### src/rtl/rf_pkg.sv
// Shared definitions for the integer register file and the opcode-steered
// register-file mux that feeds it.
package rf_pkg;

    localparam int RF_NUM_REGS = 32;
    localparam int RF_ADDR_W   = 5;
    localparam int RF_DATA_W   = 32;

    typedef enum logic {
        RF_ST_CLEAR = 1'b0,
        RF_ST_READY = 1'b1
    } rf_state_t;

    // RV32I major opcodes, shared with the register-file mux
    localparam logic [6:0] OP_LUI    = 7'b0110111;
    localparam logic [6:0] OP_AUIPC  = 7'b0010111;
    localparam logic [6:0] OP_JAL    = 7'b1101111;
    localparam logic [6:0] OP_JALR   = 7'b1100111;
    localparam logic [6:0] OP_BRANCH = 7'b1100011;
    localparam logic [6:0] OP_LOAD   = 7'b0000011;
    localparam logic [6:0] OP_STORE  = 7'b0100011;
    localparam logic [6:0] OP_IMM    = 7'b0010011;
    localparam logic [6:0] OP_REG    = 7'b0110011;
    localparam logic [6:0] OP_FENCE  = 7'b0001111;
    localparam logic [6:0] OP_SYSTEM = 7'b1110011;

endpackage

### src/rtl/rf_clear_seq.sv
// Clear sequencer: owns the register-file write port after reset or on a
// clear request and walks entries 1..NUM_REGS-1 writing zero.
//
// state       | meaning
// RF_ST_CLEAR | zeroing entry cnt this edge, array unavailable
// RF_ST_READY | normal operation, array owned by the core
module rf_clear_seq
    import rf_pkg::*;
#(
    parameter int NUM_REGS = RF_NUM_REGS,
    parameter int ADDR_W   = RF_ADDR_W
) (
    input  logic              CLK,
    input  logic              RST,
    input  logic              clr_req,
    output logic              busy,
    output logic              clr_we,
    output logic [ADDR_W-1:0] clr_addr
);

    localparam logic [ADDR_W-1:0] CNT_FIRST = ADDR_W'(1);
    localparam logic [ADDR_W-1:0] CNT_LAST  = ADDR_W'(NUM_REGS - 1);

    rf_state_t         state;
    logic [ADDR_W-1:0] cnt;

    always_ff @(posedge CLK) begin
        if (RST) begin
            state <= RF_ST_CLEAR;
            cnt   <= CNT_FIRST;
            busy  <= 1'b1;
        end else begin
            case (state)
                RF_ST_CLEAR: begin
                    // cnt parks at the last entry rather than wrapping to x0
                    if (cnt == CNT_LAST) begin
                        state <= RF_ST_READY;
                        busy  <= 1'b0;
                    end else begin
                        cnt <= cnt + CNT_FIRST;
                    end
                end
                RF_ST_READY: begin
                    if (clr_req) begin
                        state <= RF_ST_CLEAR;
                        cnt   <= CNT_FIRST;
                        busy  <= 1'b1;
                    end
                end
                default: begin
                    state <= RF_ST_CLEAR;
                    cnt   <= CNT_FIRST;
                    busy  <= 1'b1;
                end
            endcase
        end
    end

    assign clr_we   = busy;
    assign clr_addr = cnt;

endmodule

### src/rtl/register_file_core.sv
// RV32I integer register file: two combinational read ports, one write port,
// hardwired x0, optional write-to-read bypass and a sequenced clear engine.
module register_file_core
    import rf_pkg::*;
#(
    parameter int NUM_REGS = RF_NUM_REGS,
    parameter int ADDR_W   = RF_ADDR_W,
    parameter int DATA_W   = RF_DATA_W,
    parameter int BYPASS   = 1
) (
    input  logic              CLK,
    input  logic              RST,
    input  logic              i_CLR,
    input  logic              i_WE,
    input  logic [ADDR_W-1:0] i_RD,
    input  logic [ADDR_W-1:0] i_RS1,
    input  logic [ADDR_W-1:0] i_RS2,
    input  logic [DATA_W-1:0] i_REG_IN,
    output logic [DATA_W-1:0] o_REG_OUT1,
    output logic [DATA_W-1:0] o_REG_OUT2,
    output logic              o_BUSY
);

    logic [DATA_W-1:0] mem [NUM_REGS];
    logic              busy;
    logic              clr_we;
    logic [ADDR_W-1:0] clr_addr;
    logic              rd_nonzero;
    logic              user_we;
    logic              byp_en;

    rf_clear_seq #(
        .NUM_REGS (NUM_REGS),
        .ADDR_W   (ADDR_W)
    ) u_clear_seq (
        .CLK      (CLK),
        .RST      (RST),
        .clr_req  (i_CLR),
        .busy     (busy),
        .clr_we   (clr_we),
        .clr_addr (clr_addr)
    );

    assign rd_nonzero = (i_RD != '0);
    // A clear request in the same cycle takes the array, so the write is lost
    assign user_we    = i_WE && rd_nonzero && !busy && !i_CLR;
    assign byp_en     = (BYPASS != 0) && i_WE && rd_nonzero && !busy;

    always_ff @(posedge CLK) begin
        if (!RST) begin
            if (clr_we) begin
                mem[clr_addr] <= '0;
            end else if (user_we) begin
                mem[i_RD] <= i_REG_IN;
            end
        end
    end

    always_comb begin
        o_REG_OUT1 = '0;
        if (!busy && (i_RS1 != '0)) begin
            o_REG_OUT1 = (byp_en && (i_RD == i_RS1)) ? i_REG_IN : mem[i_RS1];
        end
    end

    always_comb begin
        o_REG_OUT2 = '0;
        if (!busy && (i_RS2 != '0)) begin
            o_REG_OUT2 = (byp_en && (i_RD == i_RS2)) ? i_REG_IN : mem[i_RS2];
        end
    end

    assign o_BUSY = busy;

endmodule

### config.mk
export PLATFORM = sky130hd
export DESIGN_NAME = register_file_core
export DESIGN_NICKNAME = d
export VERILOG_FILES = /design/src/rtl/rf_pkg.sv /design/src/rtl/rf_clear_seq.sv /design/src/rtl/register_file_core.sv
export SDC_FILE = /design/constraint.sdc
export NUM_CORES = 1
export LEC_CHECK = 0
export CORE_MARGIN = 2
export CORE_UTILIZATION = 45
export CTS_CLUSTER_DIAMETER = 120
export CTS_CLUSTER_SIZE = 12
export DETAILED_ROUTE_END_ITERATION = 10
export PLACE_DENSITY = 0.61
export RECOVER_POWER = 50
export SLEW_MARGIN = 20
export SYNTH_ARGS = -nofsm -noshare
export SYNTH_HDL_FRONTEND = slang
export SYNTH_SLANG_ARGS = --single-unit
export TNS_END_PERCENT = 30
### constraint.sdc
create_clock -name CLK -period 5.31 [get_ports CLK]
set_input_delay 1.062 -clock CLK [delete_from_list [all_inputs] [get_ports CLK]]
set_output_delay 1.062 -clock CLK [all_outputs]
set_load 0.02 [all_outputs]
==> Word-level counts from Yosys, hierarchy flattened <==
Memories as Yosys holds them, arrays and structs flattened.
Cells that the tools add are included.
{ "op_classes": {"n_addsub": 1, "eq_ne": 6, "muxes": 23, "bitwise": 1, "reduce_logical": 15} }
{ "ops": {"columns": ["op", "n"], "rows": [
  ["$mux W32", 5],
  ["$reduce_or A32 Y1", 1],
  ["$mux W5", 3],
  ["$reduce_bool A5 Y1", 3],
  ["$mux W1", 12],
  ["$eq A5 B5 Y1", 2],
  ["$pmux W5 S2", 1],
  ["$logic_and A1 B1 Y1", 7],
  ["$add A5 B1 Y5 const B", 1],
  ["$eq A5 B5 Y1 const B", 1],
  ["$ne A2 B2 Y1 const B", 2],
  ["$pmux W1 S2", 2],
  ["$reduce_and A2 Y1", 2],
  ["$logic_not A1 Y1", 2],
  ["$ne A2 B1 Y1 const B", 1],
  ["$not A1 Y1", 1]
]} }
{ "word_totals": {"reg_bits": 7, "ramBits": 1024, "output_inout_bits": 65, "mem_count": 1} }
{ "mem_list": {"columns": ["memory", "depth", "word_bits", "read_ports", "rd_clocked_by_memory_dff", "write_ports", "line", "rtl"], "rows": [
  ["mem", 32, 32, 2, 0, 1, "register_file_core.sv:24", "logic [DATA_W-1:0] mem [NUM_REGS];"]
]} }

==> Longest topological paths before layout <==
{ "logic_depth": {"ltp_word": 10, "ltp_mapped": 9, "ltp_nobuf": 7} }

==> Modules after synthesis <==
Synthesis repeated with hierarchy kept, for this count alone.
{ "hier_totals": {"hier_cells": 2891, "area_unflattened_um2": 48730.5} }
{ "by_module_without_submodules": {"columns": ["mod", "instances", "cells_each", "area_each_um2"], "rows": [
  ["register_file_core", 1, 2849, 48350.1],
  ["rf_clear_seq", 1, 42, 380.4]
]} }

==> Worst setup path before layout <==
No wires, ideal clock.
{ "synth_timing": {"path_type": "input to register", "startpoint": "in i_RD[1]", "endpoint": "mem mem[20][0] in the netlist's numbering, enable pin", "setup_time_ns": 0.421, "t_arrival_ns": 4.018, "required_ns": 4.889, "path_slack_ns": 0.871, "stages": 8, "cell_sequence": "buf_2 or4_4 o2111a_1 buf_2 buf_2 mux2i_1 nand2_1 nor2_1"} }
{ "synth_via": {"elab_chain_len": 10, "elab_cells_between_ends": 11} }
{ "synth_rtl": {"columns": ["element", "line", "rtl"], "rows": [
  ["start: declaration", "register_file_core.sv:15", "input logic [ADDR_W-1:0] i_RD,"],
  ["$reduce_bool A5 Y1", "register_file_core.sv:44", "assign rd_nonzero = (i_RD != '0);"],
  ["$logic_and A1 B1 Y1 (3 in series)", "register_file_core.sv:46", "assign user_we = i_WE && rd_nonzero && !busy && !i_CLR;"],
  ["$mux W1", "register_file_core.sv:53", "end else if (user_we) begin"],
  ["$mux W1", "register_file_core.sv:51", "if (clr_we) begin"],
  ["$mux W1", "register_file_core.sv:50", "if (!RST) begin"],
  ["$mux W1 (not written as such)", "register_file_core.sv:54", "mem[i_RD] <= i_REG_IN;"],
  ["$reduce_or A32 Y1 (no line)", null, null],
  ["$mux W5 (no line) / $mux W1 (equally long branches)", null, null],
  ["end: declaration", "register_file_core.sv:24", null]
]} }
Several ways; a longest one is shown, not always the timed one.

==> Final worst setup path <==
{ "layout_timing": {"startpoint": "in i_RD[1]", "endpoint": "out o_REG_OUT2[26]"} }
{ "layout_via": {"elab_chain_len": 6, "elab_cells_between_ends": 7} }
{ "layout_rtl": {"columns": ["element", "line", "rtl"], "rows": [
  ["$reduce_bool A5 Y1", "register_file_core.sv:44", null],
  ["$logic_and A1 B1 Y1 (2 in series)", "register_file_core.sv:47", "assign byp_en = (BYPASS != 0) && i_WE && rd_nonzero && !busy;"],
  ["$logic_and A1 B1 Y1 *", "register_file_core.sv:69", "o_REG_OUT2 = (byp_en && (i_RD == i_RS2)) ? i_REG_IN : mem[i_RS2];"],
  ["$mux W32 *", "register_file_core.sv:69", null],
  ["$mux W32 *", "register_file_core.sv:68", "if (!busy && (i_RS2 != '0)) begin"],
  ["end: declaration", "register_file_core.sv:20", "output logic [DATA_W-1:0] o_REG_OUT2,"]
]} }
Every way passes the cells marked *; elsewhere a longest branch is shown, timed or not.

==> qor.csv <==
metric;value;unit
post-synthesis register bit count;1031;
Routed Antenna Nets;0;
syn_nets;2805;
RSZ-0062 raised after global routing;no;
Clock Tree Buf Depth;3;
Max-slew headroom;-0.414;
failing checks;capacitance limit, slew limit;
slowest cell on the critical path;clkdlybuf4s50_1;
WL per Instance;35.4;um
via count;29900;
worst reg2reg setup slack;710;ps
CTS H-tree lvls;3;
warnings from Yosys;0;
Routed met3 length;12800;um
Antenna diodes;0;
root buffer cell;clkbuf_16;
RR Endpoint;mem[5][20];
Core Region;107000;um2
Critical Path AT;4110;ps
Slew @ Worst Pin;2120;ps
number of iterations in the first detailed-routing pass;5;
P&R area growth vs syn;13.3;%
RR Startpoint;u_clear_seq.busy;
drt via density;6.93;
post-cts repair resize count;0;
DRC errors left;0;
sequential-to-total area share from yosys stat;0.632;
GP Congestion;0.863;
Post-Route WL;153000;um
EDFF count, synth;1024;
Worst-Skew Late Latency;680;ps
CP bufs+invs;3;
r2r worst-path depth;4;
max-slew violations;163;
Distinct cells, synth;45;
worst hold path class;register to register;
setup tns final;0;ps
worst hold path startpoint;u_clear_seq.state;
Initial Util;0.455;
Final Hold Vio Count;0;
CP top delay family;buffers and inverters;
crit-path most repeated cell;clkdlybuf4s50_1;
# IOs;116;
Nets;2953;
die height;333;um
Post-synth top flop;edfxtp_1;
Req. time, crit path;4250;ps
ys async rst share;0;
synthesized area per cell;17.8;um2
clk sinks;1031;
global-route wire length before repair;219000;um
largest net degree at the start of global routing;63;
port bufs;115;
pwr dens;296;nW/um2
Row Count;120;
Slowest Stage Delay on Critical Path;620;ps
Num CTS Buffers;95;
vias in the first global route;30800;
setup bufs post-CTS;0;
Hold Buf Count CTS;0;
Critical Path Start Type;primary input;
remaining global-route overflow;0;
cells along the critical path;clkdlybuf4s50_1 -> or4_4 -> o21ai_4 -> o311ai_4 -> buf_4 -> a21oi_1 -> a221o_1 -> clkdlybuf4s50_1;
maximum clock frequency;193;MHz
DR top layer;met5;
wl on met1;58100;um
Worst path depth;8;
Hold Crit Depth;2;
hpwl dp;91700;um
clock transition at the registers of the reported paths;60;ps
GR Util All Layers;0.273;
DRT iter0 DRCs;3542;
run status;finished with violations;
Max Cap Violations;8;
die width;333;um
Tot Pwr;16.4;mW
initial antenna violation count;3;
met2 WL;73900;um
CP Capture Type;output pin;
Pleak;19.4;nW
crit share post-route;0.975;
Mapped Cells;2752;
Max FO, Critical Path;14;
CTS tree;built;
maximum VDD drop;0.235;mV
die area;111000;um2
final setup fails;0;
Crit Path Class;primary input to output pin;
Hold Path End;u_clear_seq.state;
share of cells above drive strength 1;0.232;
Synth Cell Area;48900;um2
Final min period;5180;ps
Clock Skews;27.0;ps
per-stage QoR:
step / setup WS, ps / util / instance area [um2] / hold WS (ps) / cells
2_1_floorplan: 871 / - / 48900 / 470 / 2752
3_3_place_gp: 230 / 0.494 / 53100 / 614 / 4203
3_5_place_dp: 229 / 0.494 / 53100 / 646 / 4203
4_1_cts: 209 / 0.518 / 55600 / 656 / 4314
5_1_grt: 132 / 0.515 / 55300 / 697 / 4317
6_report: 134 / 0.515 / 55300 / 673 / 4317
worst max-delay path by stage:
stage,startpoint,end,slack (ps)
floorplan,i_RD[1],mem[20][0],870
global placement,i_RD[1],o_REG_OUT2[22],230
detailed placement,i_RD[1],o_REG_OUT1[19],230
CTS,i_RD[1],o_REG_OUT1[19],210
global route,i_CLR,mem[7][20],130
finish,i_RD[1],o_REG_OUT2[26],130
Yosys cell counts, drive strengths merged (10+ instances only):
library cell | number | share of area
a221oi | 160 | 0.029
xnor2 | 10 | 0.0018
mux4 | 352 | 0.16
mux2i | 357 | 0.073
o21bai | 64 | 0.0098
and2 | 33 | 0.0042
a22oi | 96 | 0.015
a221o | 64 | 0.013
nor2 | 46 | 0.0035
nand2 | 51 | 0.0039
clkbuf | 136 | 0.010
o21ai | 34 | 0.0037
buf | 101 | 0.010
a211oi | 32 | 0.0049
nor2b | 37 | 0.0047
edfxtp | 1024 | 0.63
a21oi | 99 | 0.010
worst reg2reg max path: stages, from the launching register on:
cell and delay [ps]:
dfxtp_1 470, inv_1 260, o2111a_1 880, clkbuf_1 1590
and2_1 1040
report_power, final:
| part | total (mW) | switching [mW] | internal [mW] |
|---|---|---|---|
| combinational | 1.31 | 0.784 | 0.529 |
| sequential | 8.91 | 0.0273 | 8.88 |
| clock | 6.14 | 2.92 | 3.22 |
per-layer routing:
metal	GRT usage	vias to the layer above
li1	-	12000
met1	0.357	15800
met4	0.128	2
met5	0	-
met2	0.450	1658
met3	0.0444	398
logic make-up after synthesis:
logic type,after synthesis,synth area share
buf+inv,243,0.0212
xor+xnor,13,0.00233
mux,710,0.236
compound gates,565,0.0888
flops,1031,0.632
simple gates,188,0.0193
fa+ha+maj,2,0.000512
layout make-up:
type                            count  area (um2)
Clock buffer                      105        2440
Clock inverter                      6        82.6
Fill cell                        8442       52000
Inverter                            6        23.8
Multi-Input combinational cell   1478       17200
Sequential cell                  1031       30900
Tap cell                         1403        1760
Timing Repair Buffer              288        2930
cells in the final DEF (no fill, tap or decap), drive strengths merged, types with 4 or more instances in the layout:
cell and count:
a22oi 96, mux4 352, o22a 4, o21ai 34, clkdlybuf4s50 105, and2 33, mux2i 357, a31oi 4
nand2b 7, xnor2 10, o21bai 64, nor3 4, a221oi 160, edfxtp 1024, dfxtp 7, nor2b 37
buf 138, nand2 51, a221o 64, nor2 46, clkbuf 148, inv 10, a21oi 99, a211oi 32
state kept, by name (all words and copies together) (netlist names):
register,count
u_clear_seq.busy,1
u_clear_seq.state,1
u_clear_seq.clr_addr,5
mem,1024
Power figures use the tool's default switching activity.
